**config.mk**
```make
export PLATFORM = sky130hd
export DESIGN_NAME = glyph_row_fetcher
export DESIGN_NICKNAME = d
export VERILOG_FILES = /design/src/rtl/glyph_pkg.sv /design/src/rtl/glyph_fetch_fifo.sv /design/src/rtl/glyph_row_fetcher.sv
export SDC_FILE = /design/constraint.sdc
export NUM_CORES = 1
export LEC_CHECK = 0
export ABC_AREA = 1
export ABC_CLOCK_PERIOD_IN_PS = 5660
export CORE_AREA = 5 5 88 90
export CTS_CLUSTER_SIZE = 14
export DETAILED_ROUTE_END_ITERATION = 6
export DIE_AREA = 0 0 93 95
export DONT_BUFFER_PORTS = 1
export GPL_ROUTABILITY_DRIVEN = 0
export PLACE_DENSITY_LB_ADDON = 0.2
export SYNTH_ARGS = -nofsm -noshare
export SYNTH_HDL_FRONTEND = slang
export SYNTH_SLANG_ARGS = --single-unit
```
**constraint.sdc**
```tcl
create_clock -name clk -period 5.66 [get_ports clk]
set_input_delay 1.132 -clock clk [delete_from_list [all_inputs] [get_ports clk]]
set_output_delay 1.132 -clock clk [all_outputs]
set_load 0.02 [all_outputs]
```
**src/rtl/glyph_pkg.sv**
```systemverilog
// Shared sprite geometry, transparent key colour and fetch-state encoding
// for the glyph ROM read path.
package glyph_pkg;

    localparam int GLYPH_ROW_BITS   = 5;
    localparam int GLYPH_COL_BITS   = 5;
    localparam int GLYPH_SLOT_WORDS = 1024;

    localparam logic [23:0] GLYPH_KEY_COLOR = 24'hFF00FF;

    typedef enum logic [1:0] {
        IDLE  = 2'd0,
        FETCH = 2'd1,
        DRAIN = 2'd2
    } fetch_state_e;

    // True when buffered plus in-flight pixels, less this cycle's pop, leave room for one more read
    function automatic logic credit_ok(
        input logic [1:0] fifo_count,
        input logic       inflight,
        input logic       pop
    );
        logic [2:0] pending;
        pending = {1'b0, fifo_count} + {2'b00, inflight} - {2'b00, pop};
        return (pending < 3'd2);
    endfunction

endpackage

```
**src/rtl/glyph_fetch_fifo.sv**
```systemverilog
// Two-entry synchronous FIFO holding returned pixels until the compositor
// takes them; head entry is presented combinationally from storage.
module glyph_fetch_fifo #(
    parameter int WIDTH = 29
) (
    input  logic             clk,
    input  logic             rst_n,
    input  logic             push,
    input  logic [WIDTH-1:0] wdata,
    input  logic             pop,
    output logic [WIDTH-1:0] rdata,
    output logic [1:0]       count
);

    logic [WIDTH-1:0] mem_r [2];
    logic             wr_ptr_r;
    logic             rd_ptr_r;
    logic [1:0]       count_r;

    // Storage, pointers and occupancy
    always_ff @(posedge clk or negedge rst_n) begin
        if (!rst_n) begin
            mem_r[0] <= {WIDTH{1'b0}};
            mem_r[1] <= {WIDTH{1'b0}};
            wr_ptr_r <= 1'b0;
            rd_ptr_r <= 1'b0;
            count_r  <= 2'd0;
        end else begin
            if (push) begin
                mem_r[wr_ptr_r] <= wdata;
                wr_ptr_r        <= ~wr_ptr_r;
            end
            if (pop) begin
                rd_ptr_r <= ~rd_ptr_r;
            end
            case ({push, pop})
                2'b10:   count_r <= count_r + 2'd1;
                2'b01:   count_r <= count_r - 2'd1;
                default: count_r <= count_r;
            endcase
        end
    end

    assign rdata = mem_r[rd_ptr_r];
    assign count = count_r;

endmodule

```
**src/rtl/glyph_row_fetcher.sv**
```systemverilog
// Fetches one 32-pixel sprite row from the synchronous glyph ROM and streams
// it, column-tagged with an opaque flag, to the compositor.
module glyph_row_fetcher
    import glyph_pkg::*;
#(
    parameter int                    DATA_WIDTH = 24,
    parameter int                    ID_WIDTH   = 2,
    parameter int                    ROW_BITS   = GLYPH_ROW_BITS,
    parameter int                    COL_BITS   = GLYPH_COL_BITS,
    parameter int                    ADDR_WIDTH = ID_WIDTH + ROW_BITS + COL_BITS,
    parameter logic [DATA_WIDTH-1:0] KEY_COLOR  = GLYPH_KEY_COLOR
) (
    input  logic                  clk,
    input  logic                  rst_n,
    input  logic                  req_valid,
    output logic                  req_ready,
    input  logic [ID_WIDTH-1:0]   req_id,
    input  logic [ROW_BITS-1:0]   req_row,
    output logic [ADDR_WIDTH-1:0] rom_addr,
    input  logic [DATA_WIDTH-1:0] rom_q,
    output logic                  pix_valid,
    input  logic                  pix_ready,
    output logic [DATA_WIDTH-1:0] pix_data,
    output logic [COL_BITS-1:0]   pix_col,
    output logic                  pix_opaque,
    output logic                  pix_last
);

    localparam int                  ENTRY_W  = DATA_WIDTH + COL_BITS;
    localparam logic [COL_BITS-1:0] COL_LAST = {COL_BITS{1'b1}};
    localparam logic [COL_BITS-1:0] COL_ONE  = {{(COL_BITS-1){1'b0}}, 1'b1};

    fetch_state_e          state_r;
    fetch_state_e          state_nxt_s;
    logic [ID_WIDTH-1:0]   id_r;
    logic [ROW_BITS-1:0]   row_r;
    logic [COL_BITS-1:0]   col_r;
    logic [COL_BITS-1:0]   col_nxt_s;
    logic [ADDR_WIDTH-1:0] rom_addr_r;
    logic                  inflight_r;
    logic [COL_BITS-1:0]   inflight_col_r;

    logic                  req_ready_s;
    logic                  accept_s;
    logic                  issue_s;
    logic                  last_col_s;
    logic                  pop_s;
    logic                  drained_s;
    logic                  pix_valid_s;
    logic [1:0]            fifo_count_s;
    logic [ENTRY_W-1:0]    fifo_wdata_s;
    logic [ENTRY_W-1:0]    fifo_rdata_s;
    logic [DATA_WIDTH-1:0] head_data_s;
    logic [COL_BITS-1:0]   head_col_s;

    assign head_data_s  = fifo_rdata_s[ENTRY_W-1:COL_BITS];
    assign head_col_s   = fifo_rdata_s[COL_BITS-1:0];
    assign pix_valid_s  = (fifo_count_s != 2'd0);
    assign pop_s        = pix_valid_s && pix_ready;
    assign accept_s     = req_valid && req_ready_s;
    assign last_col_s   = (col_r == COL_LAST);
    assign col_nxt_s    = col_r + COL_ONE;
    // Row is finished once nothing is in flight and the FIFO empties this cycle
    assign drained_s    = !inflight_r && ((fifo_count_s - {1'b0, pop_s}) == 2'd0);
    assign fifo_wdata_s = {rom_q, inflight_col_r};

    // State register
    always_ff @(posedge clk or negedge rst_n) begin
        if (!rst_n) begin
            state_r <= IDLE;
        end else begin
            state_r <= state_nxt_s;
        end
    end

    // Next-state logic
    always_comb begin
        state_nxt_s = state_r;
        case (state_r)
            IDLE: begin
                if (accept_s) begin
                    state_nxt_s = FETCH;
                end else begin
                    state_nxt_s = IDLE;
                end
            end
            FETCH: begin
                if (issue_s && last_col_s) begin
                    state_nxt_s = DRAIN;
                end else begin
                    state_nxt_s = FETCH;
                end
            end
            DRAIN: begin
                if (drained_s) begin
                    state_nxt_s = IDLE;
                end else begin
                    state_nxt_s = DRAIN;
                end
            end
            default: state_nxt_s = IDLE;
        endcase
    end

    // State-decoded controls: request acceptance and credit-gated issue
    always_comb begin
        req_ready_s = 1'b0;
        issue_s     = 1'b0;
        case (state_r)
            IDLE:    req_ready_s = 1'b1;
            FETCH:   issue_s     = credit_ok(fifo_count_s, inflight_r, pop_s);
            DRAIN:   issue_s     = 1'b0;
            default: req_ready_s = 1'b0;
        endcase
    end

    // Row context, column counter and registered ROM address
    always_ff @(posedge clk or negedge rst_n) begin
        if (!rst_n) begin
            id_r       <= {ID_WIDTH{1'b0}};
            row_r      <= {ROW_BITS{1'b0}};
            col_r      <= {COL_BITS{1'b0}};
            rom_addr_r <= {ADDR_WIDTH{1'b0}};
        end else if (accept_s) begin
            id_r       <= req_id;
            row_r      <= req_row;
            col_r      <= {COL_BITS{1'b0}};
            rom_addr_r <= {req_id, req_row, {COL_BITS{1'b0}}};
        end else if (issue_s && !last_col_s) begin
            col_r      <= col_nxt_s;
            rom_addr_r <= {id_r, row_r, col_nxt_s};
        end
    end

    // The presented address was consumed this cycle; its data lands next cycle
    always_ff @(posedge clk or negedge rst_n) begin
        if (!rst_n) begin
            inflight_r     <= 1'b0;
            inflight_col_r <= {COL_BITS{1'b0}};
        end else begin
            inflight_r <= issue_s;
            if (issue_s) begin
                inflight_col_r <= col_r;
            end
        end
    end

    glyph_fetch_fifo #(
        .WIDTH (ENTRY_W)
    ) u_fifo (
        .clk   (clk),
        .rst_n (rst_n),
        .push  (inflight_r),
        .wdata (fifo_wdata_s),
        .pop   (pop_s),
        .rdata (fifo_rdata_s),
        .count (fifo_count_s)
    );

    assign req_ready  = req_ready_s;
    assign rom_addr   = rom_addr_r;
    assign pix_valid  = pix_valid_s;
    assign pix_data   = head_data_s;
    assign pix_col    = head_col_s;
    assign pix_opaque = pix_valid_s && (head_data_s != KEY_COLOR);
    assign pix_last   = pix_valid_s && (head_col_s == COL_LAST);

endmodule

```
==> results.yml, run 1 <==
placement:
  numPortBuffers: 0
  postPlaceCellArea_sq_um: 3970
  hpwl_um: 5410
  placedCellCount: 550
  place_ws_ps: 2570
worst_setup_path:
  path_cells: "inv_2, o21ai_0, inv_1, nand4_1, nor3_1"
  crit_end: "pix_last"
  arrival_ps: 2260
  reg2reg_slack_ps: 3070
  r2r-start: "u_fifo.count[1]"
  reg2reg_depth: 12
  worstSetupStartpointType: "flip-flop"
  crit_path_end_kind: "primary output"
  crit_cells: 5
  regToRegEndpoint: "col_r[0]"
  worstPathRequired_ps: 4530
  crit_buf_inv: 2
  critPathSlowestCell: "nor3_1"
  cpPeakStageDelay_ps: 570
  crit_fanout: 29
  cp-startpoint: "u_fifo.rd_ptr_r"
  crit_family: "simple AND/OR/NAND/NOR gates"
  path_class: "flip-flop to primary output"
floorplan:
  io_pins: 80
  start_util_pct: 56.9
  fp.dieH_um: 95
  die_w_um: 93
  fp.coreArea_sq_um: 6980
  fp-row-count: 31
  die_area_sq_um: 8840
timing:
  slew_headroom_pct: 33.8
  rsz0062_at_grt: "false"
  worst_slack_ps: 2270
  fin_crit_ps: 3390
  hold_viol: 0
  fin_skew_ps: 12.6
  fmax_mhz: 295
  finalSetupViolCount: 0
  final_max_slew_viol_count: 0
  tns_ps: 0
  worstMarginPinSlew_ps: 993
  finalCritPeriodShare_pct: 59.9
route:
  ant_nets: 0
  avgViaCountPerCell: 5.14
  drc: 0
  wire_per_inst_um: 14.2
  wl_um: 8040
  vias: 2912
  drtIter0Drc: 226
  drtPass1Iterations: 4
synth:
  synth-seq-area-share_pct: 56.1
  yosys_warnings: 0
  synth_area_per_cell_sq_um: 8.14
  syn_inst: 488
  syn_area_sq_um: 3970
  synth.distinct_cells: 28
  ys_ff_latch: 89
  synth_nets: 526
worst_hold_path:
  hold_class: "primary input to asynchronous set/reset pin"
clock_tree:
  htreeDepth: 3
  post_cts_buffers: 0
  clk_latency_ps: 360
  clk_path_buf_depth: 2
  post_cts_resized: 0
  ctsHoldBuffers: 0
  clock_sinks: 89
  cts_made_buffers: 9
  clk_pin_slew_ps: 90
  cts_tree: "done"
  root_buffer: "clkbuf_8"
final_layout:
  layout_commonest_cell: "nand2_1"
  final_cells: 566
  mostFrequentLayoutCells: "nand2_1, dfrtp_1, o21ai_0"
  postLayoutCellArea_sq_um: 4190
  drive_above_1_share_pct: 6.20
  nets: 517
  fillers: 637
  syn_to_final_growth_pct: 5.61
  insertedDiodeCount: 0
grt:
  overflow: 0
  grt_usage_pct: 19.3
  grt_max_degree: 90
  grt_pass1_wl_um: 13300
  grt_pass1_vias: 2738
  antenna_found_initial: 0
pwr:
  ir_worst_vdd_mv: 0.302
  design_power_total_mw: 2.78
  power_density_nw_per_um2: 663
  leakage_nw: 2.21
outcome:
  outcome: "finished, final reports clean"
flow_run:
  drv_cap: 0
[where the power goes]
group / switching (mW) / internal, mW / total, mW
Clock: 0.232 / 0.252 / 0.484
Combinational: 0.852 / 0.305 / 1.16
Sequential: 0.211 / 0.929 / 1.14
Total: 1.29 / 1.49 / 2.78
[state kept, by name (all words and copies together) (netlist names)]
signal / count
col_r: 4
id_r: 2
inflight_col_r: 5
inflight_r: 1
rom_addr: 8
row_r: 5
state_r: 2
u_fifo.count: 2
u_fifo.mem_r: 58
u_fifo.rd_ptr_r: 1
u_fifo.wr_ptr_r: 1
[synthesized netlist by cell type, drive strengths merged]
master	number	area, sq um
a21oi	1	5.00
and2	1	6.26
buf	14	90.1
clkbuf	8	30.0
dfrtp	89	2230
fa	1	20.0
ha	2	25.0
inv	49	186
nand2	209	797
nand3	13	65.1
nand4	1	6.26
nor2	19	78.8
nor3	1	5.00
o21ai	74	382
or2	2	12.5
xnor2	1	8.76
xor2	3	26.3
[per-layer routing]
metal  wire [um]  share of wire (%)  global-route usage [%]  vias to the layer above
met5           0                  0                       0                        -
met4         123                1.5                    7.69                        0
met3         494                6.1                    5.58                       12
met2        3870                 48                    31.0                       59
met1        3550                 44                    24.8                     1356
li1            -                  -                       -                     1485
[cells by family after synthesis]
| logic type | Yosys count | share of synthesized area, % |
|---|---|---|
| AO/OA/AOI/OAI | 75 | 9.74 |
| XOR/XNOR | 4 | 0.882 |
| adder cells (fa/ha/maj) | 3 | 1.13 |
| buffers and inverters | 71 | 7.72 |
| flip-flops | 89 | 56.1 |
| AND/OR/NAND/NOR | 246 | 24.4 |
[through the flow]
stage	hold slack, ps	utilization (%)
5_1_grt	437	60.1
6_report	460	60.1
3_3_place_gp	460	56.8
2_1_floorplan	445	-
4_1_cts	441	60.1
3_5_place_dp	462	56.8
[layout make-up]
cell class                 instances  area (sq um)  share of cell area [%]
multi-input combinational        328          1440                    34.3
clock buffer                       9           124                    2.95
timing repair buffer               2          15.0                   0.358
tap                               82           103                    2.45
inverter                          49           186                    4.45
clock inverter                     7           101                    2.42
sequential                        89          2230                    53.1
[worst min-delay path by stage]
stage / slack (ps) / end / start
floorplan: 440 / id_r[0] / id_r[0]
global placement: 460 / row_r[0] / row_r[0]
detailed placement: 460 / row_r[0] / row_r[0]
CTS: 440 / u_fifo.mem_r[56] / rst_n
global route: 440 / u_fifo.mem_r[24] / rst_n
finish: 460 / u_fifo.mem_r[39] / rst_n
Power figures use the tool's default switching activity.
==> run 2, diff against run 1 <==
--- a/config.mk
+++ b/config.mk
@@ -6,11 +6,11 @@
 export NUM_CORES = 1
 export LEC_CHECK = 0
 export ABC_AREA = 1
-export ABC_CLOCK_PERIOD_IN_PS = 5660
-export CORE_AREA = 5 5 88 90
+export ABC_CLOCK_PERIOD_IN_PS = 2900
+export CORE_AREA = 5 5 90 92
 export CTS_CLUSTER_SIZE = 14
 export DETAILED_ROUTE_END_ITERATION = 6
-export DIE_AREA = 0 0 93 95
+export DIE_AREA = 0 0 95 97
 export DONT_BUFFER_PORTS = 1
 export GPL_ROUTABILITY_DRIVEN = 0
 export PLACE_DENSITY_LB_ADDON = 0.2
==> constraint.sdc (replaced) <==
create_clock -name clk -period 2.9 [get_ports clk]
set_input_delay 0.58 -clock clk [delete_from_list [all_inputs] [get_ports clk]]
set_output_delay 0.58 -clock clk [all_outputs]
set_load 0.02 [all_outputs]
==> results.yml, run 2 (synthesis gave the netlist of run 1 again) <==
outcome:
  outcome: "finished, final reports clean"
worst_setup_path:
  worstSetupStartpointType: "flip-flop"
  worstPathRequired_ps: 2320
  crit_path_end_kind: "primary output"
  crit_fanout: 29
  path_class: "flip-flop to primary output"
  arrival_ps: 2000
  cp-startpoint: "u_fifo.rd_ptr_r"
  r2r-start: "u_fifo.count[1]"
flow_run:
  drv_cap: 0
final_layout:
  insertedDiodeCount: 0
  largest_register_ffs: 58
  top_register: "u_fifo.mem_r"
  layout_commonest_cell: "nand2_1"
  postLayoutCellArea_sq_um: 4470
  final_cells: 614
  mostFrequentLayoutCells: "nand2_1, dfrtp_1, o21ai_0"
  drive_above_1_share_pct: 11.8
  syn_to_final_growth_pct: 12.6
  nets: 548
  post-route-util_pct: 62.7
clock_tree:
  htreeDepth: 3
  cts_tree: "done"
  clk_latency_ps: 340
  root_buffer: "clkbuf_8"
  clk_pin_slew_ps: 90
  cts_made_buffers: 9
  clock_sinks: 89
  post_cts_resized: 0
  post_cts_buffers: 0
  clk_path_buf_depth: 2
pwr:
  design_power_total_mw: 5.85
  ir_worst_vdd_mv: 0.771
  power_density_nw_per_um2: 1310
  leakage_nw: 2.37
timing:
  slew_headroom_pct: 31.6
  worstMarginPinSlew_ps: 1030
  tns_ps: 0
  finalCritPeriodShare_pct: 88.9
  final_max_slew_viol_count: 0
  fin_crit_ps: 2580
  rsz0062_at_grt: "false"
  fin_skew_ps: 8.05
  whs_ps: 149
  finalSetupViolCount: 0
  hold_viol: 0
  worst_slack_ps: 321
  fmax_mhz: 388
grt:
  grt_usage_pct: 18.7
  overflow: 0
  grt_pass1_vias: 2902
  grt_max_degree: 90
  antenna_found_initial: 0
  grt_pass1_wl_um: 13900
route:
  wl_um: 8140
  drtIter0Drc: 161
  vias: 3073
  ant_nets: 0
  wire_per_inst_um: 13.3
  drc: 0
  avgViaCountPerCell: 5.00
  drtPass1Iterations: 5
placement:
  hpwl_um: 5420
  placedCellCount: 597
  postPlaceCellArea_sq_um: 4220
  place_ws_ps: 380
  numPortBuffers: 0
floorplan:
  io_pins: 80
  fp.dieH_um: 97
  die_area_sq_um: 9220
  fp.coreArea_sq_um: 7140
  fp-row-count: 31
  start_util_pct: 55.6
  die_w_um: 95
worst_hold_path:
  hold_class: "primary input to asynchronous set/reset pin"
## run 2: changes by cell type in the layout (fill, tap and decap cells not counted)
cell | before | now
buf_16 | 0 | 1
buf_4 | 2 | 32
inv_6 | 2 | 0
clkbuf_8 | 9 | 10
clkinvlp_4 | 2 | 3
## run 2: timing repair
item	CTS	global route
hold buffers	1	0
endpoints found under the hold margin	89	0
setup endpoints to repair	0	0
## run 2: area by class of cell
type,instances,area [sq um]
well taps,99,124
fillers,661,2670
multi-input cells,328,1440
inverters,49,186
repair buffers,33,268
clock inverters,6,91.3
flip-flops and latches,89,2230
clock buffers,10,138
## run 2: path summary, 6_finish.rpt
kind	slack, ps	endpoint	cells past startpoint
setup / recovery	320	pix_opaque	9
hold / removal	150	u_fifo.mem_r[45]	1
setup reg to reg	380	col_r[3]	13
hold reg to reg	490	u_fifo.mem_r[29]	2
max in group asynchronous	2430	inflight_col_r[3]	1
min in group clk	370	row_r[0]	2
## run 2: per-layer routing
| layer | vias to the layer above | wire length [um] | track usage (%) |
|---|---|---|---|
| li1 | 1544 | - | - |
| met1 | 1438 | 3650 | 25.6 |
| met2 | 83 | 3950 | 30.2 |
| met3 | 8 | 445 | 3.80 |
| met4 | 0 | 95 | 5.33 |
| met5 | - | 0 | 0 |
## run 2: worst max-delay path: stages, from the launching register on
cell,delay (ps)
dfrtp_1,390
inv_2,410
nand2_1,110
nand2_1,100
nand2_1,60
nor2_1,110
nand2_1,90
nor2_1,120
a21oi_1,80
buf_4,170
## run 2: report_power, final
| group | internal, mW | switching, mW |
|---|---|---|
| clock | 0.510 | 0.432 |
| combinational | 0.935 | 1.76 |
| sequential | 1.81 | 0.406 |
==> run 3, diff against run 2 <==
--- a/config.mk
+++ b/config.mk
@@ -7,10 +7,11 @@
 export LEC_CHECK = 0
 export ABC_AREA = 1
 export ABC_CLOCK_PERIOD_IN_PS = 2900
-export CORE_AREA = 5 5 90 92
+export CORE_AREA = 5 5 89 91
+export CTS_BUF_LIST = sky130_fd_sc_hd__clkbuf_2 sky130_fd_sc_hd__clkbuf_4 sky130_fd_sc_hd__clkbuf_8
 export CTS_CLUSTER_SIZE = 14
 export DETAILED_ROUTE_END_ITERATION = 6
-export DIE_AREA = 0 0 95 97
+export DIE_AREA = 0 0 94 96
 export DONT_BUFFER_PORTS = 1
 export GPL_ROUTABILITY_DRIVEN = 0
 export PLACE_DENSITY_LB_ADDON = 0.2
==> results.yml, run 3 (synthesis gave the netlist of run 1 again) <==
outcome:
  outcome: "finished, final reports clean"
route:
  vias: 3082
  highest_layer: "met4"
  wl_met2_um: 4300
  met3WireLength_um: 415
  ant_nets: 0
  drtIter0Drc: 154
  drtPass1Iterations: 5
  drc: 0
  wl_um: 8490
  wire_per_inst_um: 13.8
  wl_met1_um: 3680
  avgViaCountPerCell: 5.01
clock_tree:
  clock_sinks: 89
  cts_made_buffers: 9
  root_buffer: "clkbuf_8"
  htreeDepth: 3
  cts_tree: "done"
  clk_pin_slew_ps: 80
  clk_path_buf_depth: 2
  clk_latency_ps: 350
  post_cts_buffers: 0
pwr:
  ir_worst_vdd_mv: 0.711
  switchingPower_mw: 2.63
  power_density_nw_per_um2: 1330
  leakage_nw: 2.39
  p_int_mw: 3.35
  switching_share_pct: 43.9
  power.clock.fraction_pct: 17.3
  p_comb_share_pct: 45.4
  power.share.sequential_pct: 37.3
worst_setup_path:
  reg2reg_depth: 12
  crit_path_end_kind: "primary output"
  r2r-start: "u_fifo.count[1]"
  worstSetupStartpointType: "flip-flop"
  path_cells: "inv_2, nand2_1, nand2_1, nand2_1, nor2_1, nand2_1, nor2_1, a21oi_1, buf_4"
  cpMostUsedCell: "nand2_1"
  regToRegEndpoint: "rom_addr[4]"
  crit_family: "simple AND/OR/NAND/NOR gates"
  cp-startpoint: "u_fifo.rd_ptr_r"
  critPathSlowestCell: "inv_2"
  cpPeakStageDelay_ps: 410
  worstPathRequired_ps: 2320
  arrival_ps: 2010
  path_class: "flip-flop to primary output"
  crit_buf_inv: 2
  reg2reg_slack_ps: 400
  crit_fanout: 29
timing:
  hold_viol: 0
  fmax_mhz: 386
  worstMarginPinSlew_ps: 547
  fin_skew_ps: 9.11
  slew_headroom_pct: 63.5
  rsz0062_at_grt: "false"
  finalCritPeriodShare_pct: 89.3
  fin_crit_ps: 2590
  finalSetupViolCount: 0
  tns_ps: 0
  final_max_slew_viol_count: 0
floorplan:
  fp.coreArea_sq_um: 7060
  io_pins: 80
  start_util_pct: 56.3
  die_area_sq_um: 9020
  die_w_um: 94
  fp-row-count: 31
  fp.dieH_um: 96
final_layout:
  drive_above_1_share_pct: 12.0
  syn_to_final_growth_pct: 13.4
  largest_register_ffs: 58
  fillers: 644
  top_register: "u_fifo.mem_r"
  mostFrequentLayoutCells: "nand2_1, dfrtp_1, o21ai_0"
  nets: 549
  final_cells: 615
  insertedDiodeCount: 0
  layout_commonest_cell: "nand2_1"
grt:
  overflow: 0
  grt_max_degree: 90
  antenna_found_initial: 0
  grt_usage_pct: 20.1
  grt_pass1_wl_um: 14200
  grt_pass1_vias: 2992
flow_run:
  drv_cap: 0
placement:
  placedCellCount: 598
  numPortBuffers: 0
  hpwl_um: 5590
worst_hold_path:
  hold_class: "primary input to asynchronous set/reset pin"
run 3: cell count changes in the layout (fill, tap and decap cells not counted), sizes merged:
cell	change
clkinvlp	-2
bufinv	+1
clkinv	+1
buf	+1
run 3: timing repair:
action / 4_1_cts / 5_1_grt
hold buffers: 1 / 0
gates resized for setup: 0 / 0
endpoints found under the setup margin: 0 / 0
endpoints found under the hold margin: 89 / 0
run 3: area by class of cell:
type / instances / area, sq um / share of cell area (%)
timing repair buffer: 34 / 275 / 6.11
clock inverter: 6 / 115 / 2.56
tap: 99 / 124 / 2.75
sequential: 89 / 2230 / 49.5
clock buffer: 10 / 138 / 3.06
multi-input combinational: 328 / 1440 / 31.9
inverter: 49 / 186 / 4.14
run 3: how the worst max path moves through the flow:
stage	cells after the start	slack, ps	to
final	9	310	pix_opaque
after global routing	9	100	pix_opaque
after CTS	9	260	pix_opaque
after detailed placement	13	350	col_r[0]
after global placement	13	470	rom_addr[4]
after floorplan	14	650	col_r[2]
run 3: through the flow:
step	total power [mW]	worst slack, ps	util, %	instance area (sq um)	hold slack, ps
2_1_floorplan	4.15	648	-	3970	284
3_3_place_gp	4.86	471	59.8	4220	288
3_5_place_dp	4.96	349	59.8	4220	288
4_1_cts	6.04	259	63.8	4500	149
5_1_grt	6.49	105	63.8	4500	166
6_report	5.98	309	63.8	4500	133
run 3: layer usage:
layer	vias to the layer above	track usage (%)
met4	0	6.50
met2	61	33.9
met5	-	0
met1	1464	26.3
li1	1549	-
met3	8	4.14
run 3: power groups by stage:
stage | combinational, mW | clock, mW | sequential [mW]
finish | 2.72 | 1.03 | 2.23
global route | 3.08 | 1.11 | 2.30
CTS | 2.76 | 1.06 | 2.23
detailed placement | 2.72 | 0 | 2.25
global placement | 2.64 | 0 | 2.22
floorplan | 1.99 | 0 | 2.16
